File: config.mk
export PLATFORM = sky130hd
export DESIGN_NAME = multdiv_ctrl
export DESIGN_NICKNAME = d
export VERILOG_FILES = /design/src/rtl/multdiv_ctrl.sv
export SDC_FILE = /design/constraint.sdc
export NUM_CORES = 1
export LEC_CHECK = 0
export BUFFER_PORTS_ARGS = -buffer_cell sky130_fd_sc_hd__buf_4
export CAP_MARGIN = 20
export CORE_MARGIN = 10
export CORE_UTILIZATION = 45
export CTS_CLUSTER_DIAMETER = 40
export DETAILED_ROUTE_END_ITERATION = 10
export HOLD_SLACK_MARGIN = 0.1
export PLACE_DENSITY = 0.81
export SLEW_MARGIN = 20
export SYNTH_ARGS = -nofsm -noshare
export SYNTH_HDL_FRONTEND = slang
export SYNTH_SLANG_ARGS = --single-unit
File: constraint.sdc
create_clock -name clock -period 2.6 [get_ports clock]
set_input_delay 0.52 -clock clock [delete_from_list [all_inputs] [get_ports clock]]
set_output_delay 0.52 -clock clock [all_outputs]
set_load 0.01 [all_outputs]
File: src/rtl/multdiv_ctrl.sv
// Sequencer for the Booth multiplier and divider: latches operands, drives the
// per-unit iteration counts, and captures results with a one-cycle ready pulse.
module multdiv_ctrl #(
    parameter int WIDTH       = 32,
    parameter int CNT_W       = 5,
    parameter int MULT_LAST   = 15,
    parameter int DIV_TIMEOUT = 31
) (
    input  logic             clock,
    input  logic             dataReset,
    input  logic             ctrl_MULT,
    input  logic             ctrl_DIV,
    input  logic [WIDTH-1:0] data_operandA,
    input  logic [WIDTH-1:0] data_operandB,
    output logic [WIDTH-1:0] data_result,
    output logic             data_exception,
    output logic             data_resultRDY,
    output logic             busy,
    output logic [WIDTH-1:0] unit_operandA,
    output logic [WIDTH-1:0] unit_operandB,
    output logic [CNT_W-1:0] mult_count,
    output logic [CNT_W-1:0] div_count,
    input  logic [WIDTH-1:0] mult_result,
    input  logic             mult_overflow,
    input  logic             mult_resultReady,
    input  logic [WIDTH-1:0] div_result,
    input  logic             div_resultReady
);

    localparam logic [1:0] ST_IDLE = 2'd0;
    localparam logic [1:0] ST_MULT = 2'd1;
    localparam logic [1:0] ST_DIV  = 2'd2;

    localparam logic [CNT_W-1:0] MULT_LAST_CNT   = CNT_W'(MULT_LAST);
    localparam logic [CNT_W-1:0] DIV_TIMEOUT_CNT = CNT_W'(DIV_TIMEOUT);

    logic [1:0]       state_reg;
    logic             dz_flag_reg;
    logic [WIDTH-1:0] op_a_reg;
    logic [WIDTH-1:0] op_b_reg;
    logic [CNT_W-1:0] mult_cnt_reg;
    logic [CNT_W-1:0] div_cnt_reg;
    logic [WIDTH-1:0] result_reg;
    logic             exception_reg;
    logic             rdy_reg;

    // A start always wins over completion in the same cycle, so an op that is
    // restarted never reports; this also guarantees RDY cannot repeat back to back.
    always_ff @(posedge clock) begin
        if (dataReset) begin
            state_reg     <= ST_IDLE;
            dz_flag_reg   <= 1'b0;
            op_a_reg      <= '0;
            op_b_reg      <= '0;
            mult_cnt_reg  <= '0;
            div_cnt_reg   <= '0;
            result_reg    <= '0;
            exception_reg <= 1'b0;
            rdy_reg       <= 1'b0;
        end else begin
            rdy_reg <= 1'b0;
            if (ctrl_MULT || ctrl_DIV) begin
                op_a_reg     <= data_operandA;
                op_b_reg     <= data_operandB;
                mult_cnt_reg <= '0;
                div_cnt_reg  <= '0;
                if (ctrl_MULT) begin
                    state_reg <= ST_MULT;
                end else begin
                    state_reg   <= ST_DIV;
                    dz_flag_reg <= (data_operandB == '0);
                end
            end else begin
                case (state_reg)
                    ST_MULT: begin
                        if (mult_resultReady) begin
                            result_reg    <= mult_result;
                            exception_reg <= mult_overflow;
                            rdy_reg       <= 1'b1;
                            state_reg     <= ST_IDLE;
                            mult_cnt_reg  <= '0;
                            div_cnt_reg   <= '0;
                        end else if (mult_cnt_reg != MULT_LAST_CNT) begin
                            // Holds at the last step if the multiplier is late rather than wrapping.
                            mult_cnt_reg <= mult_cnt_reg + 1'b1;
                        end
                    end
                    ST_DIV: begin
                        if (div_resultReady) begin
                            result_reg    <= dz_flag_reg ? '0 : div_result;
                            exception_reg <= dz_flag_reg;
                            rdy_reg       <= 1'b1;
                            state_reg     <= ST_IDLE;
                            mult_cnt_reg  <= '0;
                            div_cnt_reg   <= '0;
                        end else if (div_cnt_reg == DIV_TIMEOUT_CNT) begin
                            result_reg    <= '0;
                            exception_reg <= 1'b1;
                            rdy_reg       <= 1'b1;
                            state_reg     <= ST_IDLE;
                            mult_cnt_reg  <= '0;
                            div_cnt_reg   <= '0;
                        end else begin
                            div_cnt_reg <= div_cnt_reg + 1'b1;
                        end
                    end
                    default: begin
                        state_reg    <= ST_IDLE;
                        mult_cnt_reg <= '0;
                        div_cnt_reg  <= '0;
                    end
                endcase
            end
        end
    end

    assign busy           = (state_reg != ST_IDLE);
    assign unit_operandA  = op_a_reg;
    assign unit_operandB  = op_b_reg;
    assign mult_count     = mult_cnt_reg;
    assign div_count      = div_cnt_reg;
    assign data_result    = result_reg;
    assign data_exception = exception_reg;
    assign data_resultRDY = rdy_reg;

endmodule

==> results.py <==
metrics = {
    "run_status": {
        "status": "finished clean",
    },
    "power": {
        "clkPwrFrac_pct": 28.3,
        "power.internal_w": 0.00249,
        "seq_power_share_pct": 53.6,
        "power_frac_comb_pct": 18.2,
        "leakage_nw": 2.95,
        "powerDensity_nw_per_um2": 522,
        "vdd_ir_drop_max_mv": 0.317,
        "swShare_pct": 27.2,
        "switching_power_w": 0.000931,
    },
    "routing": {
        "drc_errors": 0,
        "totalWireLength_mm": 15.3,
        "drtIter0Drc": 280,
        "vias": 4575,
        "antenna_left": 0,
        "routedWlPerCell_microns": 16.9,
        "first_pass_iters": 4,
        "routed_via_density": 5.04,
    },
    "layout": {
        "drive_gt1_share_pct": 36.2,
        "n_antenna_cell": 0,
        "area_delta_synth_final_pct": 46.1,
        "nNetsFinal": 911,
    },
    "setup_path": {
        "r2r_cells": 8,
        "cp-end-kind": "register",
        "crit_path_start": "state_reg[0]$_SDFFE_PP0P_",
        "worstSetupPathType": "reg -> reg",
        "r2r_slack_ns": 0.49,
        "crit_fanout": 36,
        "cp.arrival_ns": 2.39,
        "cp-endpoint": "data_result[31]$_SDFFE_PP0P_",
        "required_ns": 2.88,
        "r2r-end": "data_result[31]$_SDFFE_PP0P_",
        "worst_setup_path_start_kind": "register",
        "r2r-start": "state_reg[0]$_SDFFE_PP0P_",
    },
    "synth": {
        "synth_area_leaders": "dfxtp_1 50%, a21oi_1 11%, nand2_1 11%",
        "yosys.cell_types.count": 35,
        "yosys_warnings": 0,
        "synth_top_area_share_pct": 49.6,
        "synth_cells": 549,
        "synth_fp_nets": 691,
        "ys_seq_area_share_pct": 49.6,
        "ys_seq_elements": 111,
        "ys.flop_type": "dfxtp_1",
        "synth_edf_count": 0,
        "syn-cell-area_sq_um": 4480,
        "async_flop_share_pct": 0,
        "synth_area_leader_cell": "dfxtp_1",
        "syn_area_per_cell_sq_um": 8.16,
    },
    "global_routing": {
        "antenna_found_initial": 0,
        "grt.overflow.total": 0,
        "grt_pass1_wl_mm": 23.8,
        "track_usage_pct": 20.3,
        "grt_max_degree": 67,
        "grt_pass1_vias": 4703,
    },
    "floorplanning": {
        "dieArea_sq_um": 14400,
        "initial_utilization_pct": 46.1,
        "fp.dieH_microns": 120,
        "ios": 244,
        "dieWidth_microns": 120,
        "core_region_area_sq_um": 9730,
        "num_rows": 36,
    },
    "placed_design": {
        "dp_hpwl_mm": 11.8,
        "gp_congestion": 0.826,
        "place_ws_ns": 0.520,
        "portBuffers": 243,
    },
    "sta": {
        "worstMarginPinSlew_ns": 0.661,
        "final_hold_viol_count": 0,
        "relSlewSlack_pct": 55.9,
        "finalSetupTns_ns": 0,
        "fin_ws_ns": 0.493,
        "hold_slack_ns": 0.394,
        "drv_slew": 0,
        "timing.fmax_ghz": 0.475,
        "period_share_pct": 81.0,
        "period_minus_slack_ns": 2.11,
        "clock_skew_ns": 0.00666,
        "rsz0062_at_grt": "no",
        "finalSetupViolations": 0,
    },
    "cts": {
        "ctsResizeCount": 0,
        "insertion_delay_ns": 0.36,
        "cts_tree": "built",
        "root_buffer": "clkbuf_8",
        "clkTransAtPathRegs_ns": 0.10,
        "cts_htree_levels": 3,
        "post_cts_buffers": 0,
        "clock_sinks": 111,
        "cts_hold_repair.buffers": 0,
        "cts_buffers": 9,
        "cts_max_path_buffers": 2,
    },
    "hold_path": {
        "hold_class": "in -> reg",
    },
    "job": {
        "drv_cap": 0,
    },
}
## through the flow
stage                     power (W)  instances  util (%)  cell area, sq um
final                       0.00342        907      67.3              6550
after global routing        0.00358        907      67.3              6550
after CTS                   0.00345        907      67.3              6550
after detailed placement    0.00250        891      65.5              6370
after global placement      0.00248        891      65.5              6370
after floorplan             0.00213        549         -              4480
## logic make-up (layout without fill, tap and decap cells)
family	Yosys count	count (layout)	synth area share, %
adders and majority gates	7	7	1.95
and+or+nand+nor	239	239	24.0
AOI/OAI and AO/OA	140	140	18.9
muxes	1	1	0.223
xor gates and xnor gates	5	5	0.977
buffers and inverters	46	271	4.33
DFF	111	111	49.6
## layout by cell type (no fill, tap or decap), types with 3 or more instances in the layout
cell type  synthesis  routed
nand4_1            3       3
a211oi_1          23      23
buf_4              2     248
ha_1               7       7
dfxtp_1          111     111
a21oi_1          100     100
xnor2_1            3       3
a22oi_1            3       3
or3_1              3       3
nor2b_1           33      33
nor2_1            45      43
nor4_1             9       9
clkbuf_8           0      10
inv_1              6       6
a211oi_2          10      10
nand2_1          133     133
## how the worst min path moves through the flow
| stage | end | cells after the start | start | slack, ns |
|---|---|---|---|---|
| 2_1_floorplan | dz_flag_reg$_SDFFE_PP0P_ | 2 | dz_flag_reg$_SDFFE_PP0P_ | 0.45 |
| 3_3_place_gp | unit_operandB[10]$_SDFFE_PP0P_ | 2 | unit_operandB[10]$_SDFFE_PP0P_ | 0.44 |
| 3_5_place_dp | unit_operandA[10]$_SDFFE_PP0P_ | 2 | unit_operandA[10]$_SDFFE_PP0P_ | 0.44 |
| 4_1_cts | unit_operandA[31]$_SDFFE_PP0P_ | 3 | data_operandA[31] | 0.37 |
| 5_1_grt | unit_operandA[10]$_SDFFE_PP0P_ | 3 | data_operandA[10] | 0.38 |
| 6_report | unit_operandA[31]$_SDFFE_PP0P_ | 3 | data_operandA[31] | 0.39 |
## cell usage after synthesis (4+ instances only)
cell / number
dfxtp_1: 111
a211oi_1: 23
ha_1: 7
a21oi_1: 100
a211oi_2: 10
buf_2: 4
nor2b_1: 33
buf_1: 5
nand2_1: 133
nor2_1: 45
clkbuf_1: 27
inv_1: 6
nor4_1: 9
## per-layer routing
metal | track usage, % | share of wire, %
met5 | 0 | 0
met4 | 8.37 | 1.9
met3 | 9.94 | 11
met2 | 33.7 | 49
met1 | 21.6 | 38
## power by group through the flow
stage | registers, W | clock network [W] | logic (W)
after CTS | 0.00183 | 0.000993 | 0.000629
after global placement | 0.00187 | 0 | 0.000609
after global routing | 0.00184 | 0.00106 | 0.000682
after floorplan | 0.00191 | 0 | 0.000223
after detailed placement | 0.00187 | 0 | 0.000626
final | 0.00183 | 0.000967 | 0.000621
## cell type report
type                       instances  area, sq um
clock buffer                      10          138
multi-input combinational        392         2080
fill                             812         3180
sequential                       111         2220
tap                              133          166
clock inverter                     6         42.5
timing repair buffer             249         1880
inverter                           6         22.5
## critical path, cell delays in order, from the launching register on
cell	delay, ns
dfxtp_1	0.33
inv_1	0.10
ha_1	0.19
buf_4	0.35
nand2_1	0.15
nor2_2	0.10
buf_4	0.33
a21oi_1	0.19
a211oi_1	0.27
Power figures use the tool's default switching activity.
